<file path="src/rtl/cart_pkg.sv">
// Shared types and constants for the 2600 cartridge bank-switch controller.
// Scheme encodings, loader force codes, hotspot bases and auto-detect size thresholds.
package cart_pkg;

    typedef enum logic [2:0] {
        BS_NONE2K = 3'd0,
        BS_NONE4K = 3'd1,
        BS_F8     = 3'd2,
        BS_F6     = 3'd3,
        BS_F4     = 3'd4,
        BS_FA     = 3'd5,
        BS_E0     = 3'd6,
        BS_F3F    = 3'd7
    } bs_mode_t;

    localparam logic [3:0] FBS_AUTO = 4'd0;
    localparam logic [3:0] FBS_F8   = 4'd1;
    localparam logic [3:0] FBS_F6   = 4'd2;
    localparam logic [3:0] FBS_E0   = 4'd4;
    localparam logic [3:0] FBS_3F   = 4'd5;
    localparam logic [3:0] FBS_F4   = 4'd6;
    localparam logic [3:0] FBS_FA   = 4'd8;

    localparam logic [12:0] HS_F8_BASE = 13'h1FF8;
    localparam logic [12:0] HS_F6_BASE = 13'h1FF6;
    localparam logic [12:0] HS_F4_BASE = 13'h1FF4;
    localparam logic [12:0] HS_FA_BASE = 13'h1FF8;
    localparam logic [12:0] HS_E0_BASE = 13'h1FE0;

    localparam logic [16:0] SZ_2K  = 17'd2048;
    localparam logic [16:0] SZ_4K  = 17'd4096;
    localparam logic [16:0] SZ_8K  = 17'd8192;
    localparam logic [16:0] SZ_12K = 17'd12288;
    localparam logic [16:0] SZ_16K = 17'd16384;
    localparam logic [16:0] SZ_32K = 17'd32768;

    function automatic bs_mode_t auto_mode(input logic [16:0] size);
        bs_mode_t m;
        if (size <= SZ_2K)        m = BS_NONE2K;
        else if (size <= SZ_4K)   m = BS_NONE4K;
        else if (size == SZ_8K)   m = BS_F8;
        else if (size == SZ_12K)  m = BS_FA;
        else if (size == SZ_16K)  m = BS_F6;
        else if (size == SZ_32K)  m = BS_F4;
        else                      m = BS_NONE4K;
        return m;
    endfunction

    // Power-up bank of each scheme is its last 4 KB bank, where the reset vector lives.
    function automatic logic [2:0] last_bank(input bs_mode_t mode);
        logic [2:0] b;
        case (mode)
            BS_F8:   b = 3'd1;
            BS_F6:   b = 3'd3;
            BS_F4:   b = 3'd7;
            BS_FA:   b = 3'd2;
            default: b = 3'd0;
        endcase
        return b;
    endfunction

    // 3F bank-number mask; also the index of the last 2 KB bank of the image.
    function automatic logic [3:0] bank_mask_3f(input logic [16:0] size);
        logic [3:0] m;
        if (size <= SZ_2K)       m = 4'd0;
        else if (size <= SZ_4K)  m = 4'd1;
        else if (size <= SZ_8K)  m = 4'd3;
        else if (size <= SZ_16K) m = 4'd7;
        else                     m = 4'd15;
        return m;
    endfunction

endpackage

</file>
<file path="src/rtl/cart_bank_ctrl_hotspot_dec.sv">
// Combinational decode of the CPU address against the latched scheme:
// hotspot hits, E0 slice loads, 3F bank writes and extra-RAM port selects.
module cart_hotspot_dec
    import cart_pkg::*;
(
    input  logic [2:0]  i_mode,
    input  logic        i_sc,
    input  logic [12:0] i_cpu_a,
    input  logic        i_cpu_we,
    output logic        o_hit,
    output logic [2:0]  o_bank,
    output logic        o_e0_hit,
    output logic [1:0]  o_e0_slot,
    output logic [2:0]  o_e0_slice,
    output logic        o_lo_wr,
    output logic        o_ram_wr,
    output logic        o_ram_rd,
    output logic [7:0]  o_ram_a
);

    bs_mode_t    w_mode;
    logic [12:0] w_base;
    logic [12:0] w_cnt;
    logic [12:0] w_off;
    logic [12:0] w_e0_off;
    logic        w_sc_act;

    assign w_mode   = bs_mode_t'(i_mode);
    assign w_off    = i_cpu_a - w_base;
    assign w_e0_off = i_cpu_a - HS_E0_BASE;
    assign w_sc_act = i_sc && (w_mode == BS_F8 || w_mode == BS_F6 || w_mode == BS_F4);

    always_comb begin
        w_base = HS_F8_BASE;
        w_cnt  = 13'd0;
        case (w_mode)
            BS_F8:   begin w_base = HS_F8_BASE; w_cnt = 13'd2; end
            BS_F6:   begin w_base = HS_F6_BASE; w_cnt = 13'd4; end
            BS_F4:   begin w_base = HS_F4_BASE; w_cnt = 13'd8; end
            BS_FA:   begin w_base = HS_FA_BASE; w_cnt = 13'd3; end
            default: begin w_base = HS_F8_BASE; w_cnt = 13'd0; end
        endcase
    end

    always_comb begin
        o_hit      = (i_cpu_a >= w_base) && (w_off < w_cnt);
        o_bank     = w_off[2:0];
        // E0 hotspots cover slots 0..2 only; 1FF8..1FFF falls in fixed slot 3.
        o_e0_hit   = (w_mode == BS_E0) && (i_cpu_a >= HS_E0_BASE) && (w_e0_off < 13'd24);
        o_e0_slot  = w_e0_off[4:3];
        o_e0_slice = w_e0_off[2:0];
        o_lo_wr    = (w_mode == BS_F3F) && i_cpu_we && (i_cpu_a <= 13'h003F);
        o_ram_wr   = 1'b0;
        o_ram_rd   = 1'b0;
        o_ram_a    = 8'h00;
        if (i_cpu_a[12]) begin
            if (w_sc_act) begin
                if (i_cpu_a[11:7] == 5'd0) begin
                    o_ram_wr = i_cpu_we;
                    o_ram_a  = {1'b0, i_cpu_a[6:0]};
                end else if (i_cpu_a[11:7] == 5'd1) begin
                    o_ram_rd = !i_cpu_we;
                    o_ram_a  = {1'b0, i_cpu_a[6:0]};
                end
            end else if (w_mode == BS_FA) begin
                if (i_cpu_a[11:8] == 4'd0) begin
                    o_ram_wr = i_cpu_we;
                    o_ram_a  = i_cpu_a[7:0];
                end else if (i_cpu_a[11:8] == 4'd1) begin
                    o_ram_rd = !i_cpu_we;
                    o_ram_a  = i_cpu_a[7:0];
                end
            end
        end
    end

endmodule

</file>
<file path="src/rtl/cart_bank_ctrl.sv">
// Cartridge bank-switch controller: latches the scheme from the loader, tracks
// hotspot writes/reads and forms the ROM byte address and extra-RAM port controls.
module cart_bank_ctrl
    import cart_pkg::*;
#(
    parameter int ROM_AW = 15,
    parameter int RAM_AW = 8
)(
    input  logic              i_clk,
    input  logic              i_reset,
    input  logic              i_cfg_ld,
    input  logic [3:0]        i_force_bs,
    input  logic              i_sc,
    input  logic [16:0]       i_rom_size,
    input  logic              i_cpu_ce,
    input  logic [12:0]       i_cpu_a,
    input  logic              i_cpu_we,
    input  logic [7:0]        i_cpu_di,
    output logic [ROM_AW-1:0] o_rom_a,
    output logic              o_ram_we,
    output logic              o_ram_re,
    output logic [RAM_AW-1:0] o_ram_a,
    output logic              o_bs_unsup
);

    bs_mode_t    r_mode;
    logic        r_unsup;
    logic        r_sc;
    logic [3:0]  r_mask;
    logic [2:0]  r_bank;
    logic [3:0]  r_lo_bank;
    logic [14:0] r_rom_a;

    bs_mode_t    w_mode_new;
    logic        w_unsup_new;
    logic        w_hit;
    logic [2:0]  w_new_bank;
    logic        w_e0_hit;
    logic [1:0]  w_e0_slot;
    logic [2:0]  w_e0_slice;
    logic        w_lo_wr;
    logic        w_ram_wr;
    logic        w_ram_rd;
    logic [7:0]  w_ram_a;
    logic [14:0] w_rom_map;
    logic [2:0]  w_slice [4];
    logic        w_unused;

    // 3F bank numbers are at most 4 bits, so the upper data bits never matter.
    assign w_unused = &{1'b0, i_cpu_di[7:4]};

    always_comb begin
        w_mode_new  = BS_NONE4K;
        w_unsup_new = 1'b0;
        case (i_force_bs)
            FBS_AUTO: w_mode_new = auto_mode(i_rom_size);
            FBS_F8:   w_mode_new = BS_F8;
            FBS_F6:   w_mode_new = BS_F6;
            FBS_E0:   w_mode_new = BS_E0;
            FBS_3F:   w_mode_new = BS_F3F;
            FBS_F4:   w_mode_new = BS_F4;
            FBS_FA:   w_mode_new = BS_FA;
            default:  w_unsup_new = 1'b1;
        endcase
    end

    cart_hotspot_dec u_dec (
        .i_mode     (r_mode),
        .i_sc       (r_sc),
        .i_cpu_a    (i_cpu_a),
        .i_cpu_we   (i_cpu_we),
        .o_hit      (w_hit),
        .o_bank     (w_new_bank),
        .o_e0_hit   (w_e0_hit),
        .o_e0_slot  (w_e0_slot),
        .o_e0_slice (w_e0_slice),
        .o_lo_wr    (w_lo_wr),
        .o_ram_wr   (w_ram_wr),
        .o_ram_rd   (w_ram_rd),
        .o_ram_a    (w_ram_a)
    );

    // A cfg_ld cycle takes priority over any hotspot hit in the same cycle.
    always_ff @(posedge i_clk or posedge i_reset) begin
        if (i_reset) begin
            r_mode    <= BS_NONE4K;
            r_unsup   <= 1'b0;
            r_sc      <= 1'b0;
            r_mask    <= 4'd0;
            r_bank    <= last_bank(BS_NONE4K);
            r_lo_bank <= 4'd0;
        end else if (i_cfg_ld) begin
            r_mode    <= w_mode_new;
            r_unsup   <= w_unsup_new;
            r_sc      <= i_sc && (w_mode_new == BS_F8 || w_mode_new == BS_F6 || w_mode_new == BS_F4);
            r_mask    <= bank_mask_3f(i_rom_size);
            r_bank    <= last_bank(w_mode_new);
            r_lo_bank <= 4'd0;
        end else if (i_cpu_ce) begin
            if (w_hit)
                r_bank <= w_new_bank;
            if (w_lo_wr)
                r_lo_bank <= i_cpu_di[3:0] & r_mask;
        end
    end

    genvar gi;
    generate
        for (gi = 0; gi < 3; gi++) begin : g_slice
            logic [2:0] r_slice;
            always_ff @(posedge i_clk or posedge i_reset) begin
                if (i_reset)
                    r_slice <= 3'(4 + gi);
                else if (i_cfg_ld)
                    r_slice <= 3'(4 + gi);
                else if (i_cpu_ce && w_e0_hit && (w_e0_slot == 2'(gi)))
                    r_slice <= w_e0_slice;
            end
            assign w_slice[gi] = r_slice;
        end
    endgenerate
    assign w_slice[3] = 3'd7;

    always_comb begin
        w_rom_map = 15'd0;
        case (r_mode)
            BS_NONE2K: w_rom_map = {4'b0, i_cpu_a[10:0]};
            BS_NONE4K: w_rom_map = {3'b0, i_cpu_a[11:0]};
            BS_F8, BS_F6, BS_F4, BS_FA:
                       w_rom_map = {r_bank, i_cpu_a[11:0]};
            BS_E0:     w_rom_map = {2'b0, w_slice[i_cpu_a[11:10]], i_cpu_a[9:0]};
            BS_F3F:    w_rom_map = i_cpu_a[11] ? {r_mask, i_cpu_a[10:0]}
                                               : {r_lo_bank, i_cpu_a[10:0]};
            default:   w_rom_map = {3'b0, i_cpu_a[11:0]};
        endcase
    end

    // Keeps the last cartridge-space address so TIA/RIOT cycles leave rom_a stable.
    always_ff @(posedge i_clk or posedge i_reset) begin
        if (i_reset)
            r_rom_a <= 15'd0;
        else if (i_cpu_a[12])
            r_rom_a <= w_rom_map;
    end

    assign o_rom_a    = i_cpu_a[12] ? w_rom_map : r_rom_a;
    assign o_ram_we   = w_ram_wr & i_cpu_ce;
    assign o_ram_re   = w_ram_rd;
    assign o_ram_a    = w_ram_a;
    assign o_bs_unsup = r_unsup;

endmodule

</file>
<file path="config.mk">
export PLATFORM = sky130hd
export DESIGN_NAME = cart_bank_ctrl
export DESIGN_NICKNAME = d
export VERILOG_FILES = /design/src/rtl/cart_pkg.sv /design/src/rtl/cart_bank_ctrl_hotspot_dec.sv /design/src/rtl/cart_bank_ctrl.sv
export SDC_FILE = /design/constraint.sdc
export NUM_CORES = 1
export LEC_CHECK = 0
export BUFFER_PORTS_ARGS = -buffer_cell sky130_fd_sc_hd__buf_2
export CORE_MARGIN = 2
export CORE_UTILIZATION = 25
export DETAILED_ROUTE_END_ITERATION = 7
export GPL_ROUTABILITY_DRIVEN = 0
export GPL_TIMING_DRIVEN = 0
export PLACE_DENSITY = 0.51
export SLEW_MARGIN = 20
export SYNTH_ARGS = -nofsm -noshare
export SYNTH_HDL_FRONTEND = slang
export SYNTH_SLANG_ARGS = --single-unit
</file>
<file path="constraint.sdc">
create_clock -name i_clk -period 3.5 [get_ports i_clk]
set_input_delay 0.35 -clock i_clk [delete_from_list [all_inputs] [get_ports i_clk]]
set_output_delay 0.35 -clock i_clk [all_outputs]
set_load 0.01 [all_outputs]
</file>
# --- Yosys cells after proc, flatten, opt, wreduce, memory -nomap -nowiden ---
# Index checks and enable logic that the tools add are counted.
word_totals:
  ff_bits: 40
  inputBits: 48
  out_inout_bits: 26
op_classes:
  add_sub_neg: 2
  n_lt_le_gt_ge: 10
  n_eq_ne: 25
  mux: 52
  n_bitwise: 3
  n_reduce_logical: 31
ops:
  columns: ["cell", "count"]
  rows:
  - ["15-bit case mux with 5 select lines", 1]
  - ["3-bit 2-to-1 mux", 17]
  - ["8-bit 2-to-1 mux", 6]
  - ["17-bit by 14-bit equality test with 1-bit output, second input constant", 2]
  - ["15-bit 2-to-1 mux", 2]
  - ["4-bit 2-to-1 mux", 7]
  - ["3-bit case mux with 7 select lines", 1]
  - ["3-bit equality test, second input constant", 6]
  - ["17-bit by 15-bit equality test with 1-bit output, second input constant", 1]
  - ["17-bit by 16-bit equality test with 1-bit output, second input constant", 1]
  - ["17-bit by 12-bit <= comparator with 1-bit output, second input constant", 1]
  - ["17-bit by 13-bit <= comparator with 1-bit output, second input constant", 1]
  - ["17-bit by 14-bit <= comparator with 1-bit output, second input constant", 1]
  - ["17-bit by 15-bit <= comparator with 1-bit output, second input constant", 1]
  - ["4-bit case mux with 4 select lines", 1]
  - ["13-bit greater-or-equal comparator", 1]
  - ["13-bit greater-or-equal comparator, second input constant", 1]
  - ["13-bit by 6-bit <= comparator with 1-bit output, second input constant", 1]
  - ["13-bit by 4-bit < comparator with 1-bit output", 1]
  - ["13-bit by 5-bit < comparator with 1-bit output, second input constant", 1]
  - ["1-bit 2-to-1 mux", 13]
  - ["13-bit subtractor", 1]
  - ["13-bit subtractor, second input constant", 1]
  - ["3-bit by 2-bit equality test with 1-bit output, second input constant", 4]
  - ["27 further kinds", 50]

# --- Longest topological paths before layout ---
logic_depth:
  depth_word: 12
  mapped_depth: 13
  ltp_nobuf: 12

# --- Cells and area by module ---
# Synthesis repeated with hierarchy kept, for this count alone.
hier_totals:
  cells_unflattened: 297
  hier_area_um2: 2682.6
modules_own_cells:
  columns: ["module", "instances", "cells_each", "area_each_um2", "seq_area_each_um2"]
  rows:
  - ["cart_bank_ctrl", 1, 229, 2204.6, 1008.5]
  - ["cart_hotspot_dec", 1, 68, 478.0, 0.0]

# --- Worst setup path before layout ---
# No wires, ideal clock.
synth_timing:
  kind: "register -> register"
  startpoint: "register r_mode[1]"
  endpoint: "register r_bank[0]"
  arrival_time_ns: 2.702
  required_time_ns: 3.367
  slack_ns: 0.665
  path_stages_with_launch: 13
  period_less_slack_ns: 2.835
  path_cell_list: "dfrtp_1 buf_2 and2b_1 nand2_1 nand2_1 inv_1 fa_1 ha_1 a21o_1 a22oi_1 nand4_1 mux2_2 a2bb2oi_1"
synth_via:
  elab_chain_cells: 7
synth_lines:
  columns: ["element", "line_no", "rtl"]
  rows:
  - ["from (decl)", "cart_bank_ctrl.sv:26", "bs_mode_t r_mode;"]
  - ["from (signal assigned)", "cart_bank_ctrl.sv:93", "r_mode <= w_mode_new;"]
  - ["3-bit equality test or 3-bit by 2-bit equality test with 1-bit output (tied branches)", "cart_bank_ctrl_hotspot_dec.sv:36", "case (w_mode)"]
  - ["4-bit case mux with 2 select lines", "cart_bank_ctrl_hotspot_dec.sv:36", null]
  - ["13-bit subtractor", "cart_bank_ctrl_hotspot_dec.sv:29", "assign w_off = i_cpu_a - w_base;"]
  - ["13-bit by 4-bit < comparator with 1-bit output", "cart_bank_ctrl_hotspot_dec.sv:46", "o_hit = (i_cpu_a >= w_base) && (w_off < w_cnt);"]
  - ["1-bit logical AND *", "cart_bank_ctrl_hotspot_dec.sv:46", null]
  - ["2-bit nonzero test (no line) *", null, null]
  - ["2-bit AND reduction (no line) *", null, null]
  - ["to (signal assigned)", "cart_bank_ctrl.sv:90", "r_bank <= last_bank(BS_NONE4K);"]
  - ["to (signal assigned)", "cart_bank_ctrl.sv:97", "r_bank <= last_bank(w_mode_new);"]
  - ["to (signal assigned)", "cart_bank_ctrl.sv:101", "r_bank <= w_new_bank;"]
  - ["to (decl)", "cart_bank_ctrl.sv:30", "logic [2:0] r_bank;"]
# Every way passes the cells marked *; elsewhere a longest branch is shown, timed or not.
# A chain may end at the register's enable or synchronous reset.

# --- Worst setup path after layout ---
# Ends and elaborated chain as after synthesis.

==> reports/qor.txt <==
H-tree Lvls: 2
initial core utilization: 0.256
wirelength, routed: 7050 um
Final Max Slew Viols: 0
ratio of cells with drive above 1 in the final layout: 0.317
Tcrit/Tclk final: 0.934
clock root buffer: clkbuf_8
Slew @ Worst Pin: 581 ps
residual DRC count: 0
crit path DAT: 3440 ps
met3 wire len: 448 um
Tmin final: 3270 ps
total chip power: 1.21 mW
via count: 2365
grt ovf: 0
DP HPWL: 5480 um
# Max-Cap Violations: 0
most used flip-flop cell after synthesis: dfrtp_1
nets@finish: 404
Yosys warning total: 0
Setup Crit Path Kind: flop to flop
number of global-route vias before repair: 2318
IO Port Bufs: 65
CTS sink count: 40
Worst-path clk slew: 80 ps
R2R Path Start: r_mode[1]
crit path launch: r_mode[1]
WL per Instance: 14.5 um
Syn-to-layout area delta: 24.8%
r2r setup slk: 230 ps
initial antenna violation count: 0
Antenna Diode Count: 0
Met1 Wirelength: 3480 um
CTS buffer count: 5
dpl cells: 478
worst-path maximum fanout: 10
met2 routed wirelength: 3080 um
Rows: 37
Cells after Synth: 276
Max clock buf depth: 2
Post-CTS Hold Fix Bufs: 0
Post-CTS Setup Inserts: 0
Seq/Total Area, Yosys: 0.385
static leakage: 1.48 nW
final setup vio count: 0
ys async rst share: 1.00
final setup TNS: 0 ps
Vias/cell: 4.87
Final ANT Viol Nets: 0
Non-Filler Instances: 486
cell count of the worst reg-to-reg path: 12
mean post-synth cell area: 9.50 um^2
Max Clock Skew: 8.14 ps
mapped cell area: 2620 um^2
pwr/cell area: 369 nW/um^2
Setup crit end: r_bank[0]
final hold slack: 54.2 ps
Worst EP required: 3670 ps
uppermost routed layer: met4
Peak supply drop: 140 uV
first-pass GRT wire length: 11700 um
most frequent cells in the layout: buf_2, dfrtp_1, nor2_1
IO Pins: 74
Die Wd: 106 um
FMAX: 0.306 GHz
FF+latch count, synth: 40
syn nets: 331
Placeable Area: 10200 um^2
CP endpoint kind: flop
CTS tree: built
largest net degree at the start of global routing: 22
Post-synth EDFFs: 0
TritonRoute pass-1 iters: 4
Slew headroom: 0.613
status: complete, no violations
RSZ-0062 raised after global routing: no
Hold WC Path Type: primary input to asynchronous set/reset pin
final hold violations: 0
GRT Util Overall: 0.129
die area: 11300 um^2
CP Launch Type: flop
CTS resizes: 0
Core Util, Final: 0.320
most common cell after layout, fill and taps aside: buf_2
synth unique cells: 62
Worst-Skew Late Latency: 300 ps
reg2reg end: r_bank[0]
initial DRC count: 143
Die Y: 106 um
==> logic make-up after synthesis <==
kind of cell	after synthesis	synth area share
DFF	40	0.385
and+or+nand+nor	103	0.242
xor gates and xnor gates	2	0.00668
buffers and inverters	32	0.0487
AOI/OAI and AO/OA	66	0.175
muxes	26	0.106
adders and majority gates	7	0.0363
==> sequential cells by signal, summed over array words and instances, names as in the netlist <==
| signal | cells |
|---|---|
| r_rom_a | 15 |
| r_lo_bank | 4 |
| r_bank | 3 |
| g_slice.r_slice | 9 |
| r_mask | 4 |
| r_sc | 1 |
| o_bs_unsup | 1 |
| r_mode | 3 |
==> report_power, final <==
| group | total [mW] | internal, mW | switching, mW |
|---|---|---|---|
| Combinational | 0.276 | 0.117 | 0.159 |
| Sequential | 0.506 | 0.492 | 0.0136 |
| Clock | 0.425 | 0.252 | 0.173 |
==> layer usage <==
metal	vias to the layer above	global-route usage
met5	-	0
met4	0	0.0254
met3	7	0.0245
met2	82	0.203
met1	1119	0.184
li1	1157	-
==> synth_stat cells (2+ instances only) <==
| cell type | instances | share of area |
|---|---|---|
| o211ai_1 | 2 | 0.0057 |
| buf_2 | 3 | 0.0057 |
| nand4_1 | 5 | 0.012 |
| a2111oi_0 | 2 | 0.0067 |
| and3b_1 | 2 | 0.0067 |
| inv_1 | 19 | 0.027 |
| nor3b_1 | 2 | 0.0057 |
| nor4_1 | 3 | 0.0072 |
| o21ai_0 | 7 | 0.013 |
| or3b_2 | 2 | 0.0067 |
| nor3_1 | 7 | 0.013 |
| dfrtp_1 | 34 | 0.32 |
| nand2_1 | 14 | 0.020 |
| nor2b_1 | 2 | 0.0048 |
| xor2_1 | 2 | 0.0067 |
| o22ai_1 | 5 | 0.012 |
| a22oi_1 | 4 | 0.011 |
| a21o_1 | 2 | 0.0057 |
| a211o_1 | 6 | 0.020 |
| clkbuf_1 | 9 | 0.013 |
| nor2_1 | 28 | 0.040 |
| dfstp_2 | 6 | 0.060 |
| mux2i_1 | 12 | 0.046 |
| ha_1 | 6 | 0.029 |
| mux2_2 | 14 | 0.060 |
| o22a_1 | 2 | 0.0067 |
| nand3_1 | 9 | 0.017 |
| nand3b_1 | 4 | 0.011 |
| and2_1 | 7 | 0.017 |
| nor4_4 | 3 | 0.024 |
| a21oi_1 | 19 | 0.036 |
| nand2b_1 | 4 | 0.0095 |
==> layout make-up <==
cell class,instances,area (um^2)
Tap cell,136,170
Timing Repair Buffer,66,353
Clock inverter,1,30.0
Fill cell,1099,6960
Clock buffer,7,96.3
Inverter,19,71.3
Buffer,13,56.3
Sequential cell,40,1010
Multi-Input combinational cell,204,1490
==> through the flow <==
step,instance area (um^2),worst slack [ps]
finish,3270,231
global route,3270,28.2
CTS,3270,276
detailed placement,3140,306
global placement,3120,356
floorplan,2620,665
==> how the worst min path moves through the flow <==
stage	cells after the start	to	slack, ps	from
after detailed placement	2	r_rom_a[6]	400	i_reset
after floorplan	1	g_slice[0].r_slice[2]	480	i_cpu_a[2]
after global placement	1	r_rom_a[5]	480	r_rom_a[5]
after global routing	2	r_rom_a[14]	100	i_reset
after CTS	2	r_rom_a[6]	70	i_reset
final	2	r_rom_a[6]	50	i_reset
==> worst max-delay path: stages, from the launching register on <==
cell and delay, ps:
dfrtp_1 370, buf_2 190, and2b_1 310, nand2_1 110, nand2_1 110, inv_1 80, fa_1 520, ha_1 350
a21o_1 190, a22oi_1 190, nand4_1 250, mux2_2 350, a2bb2oi_1 120
Power figures use the tool's default switching activity.
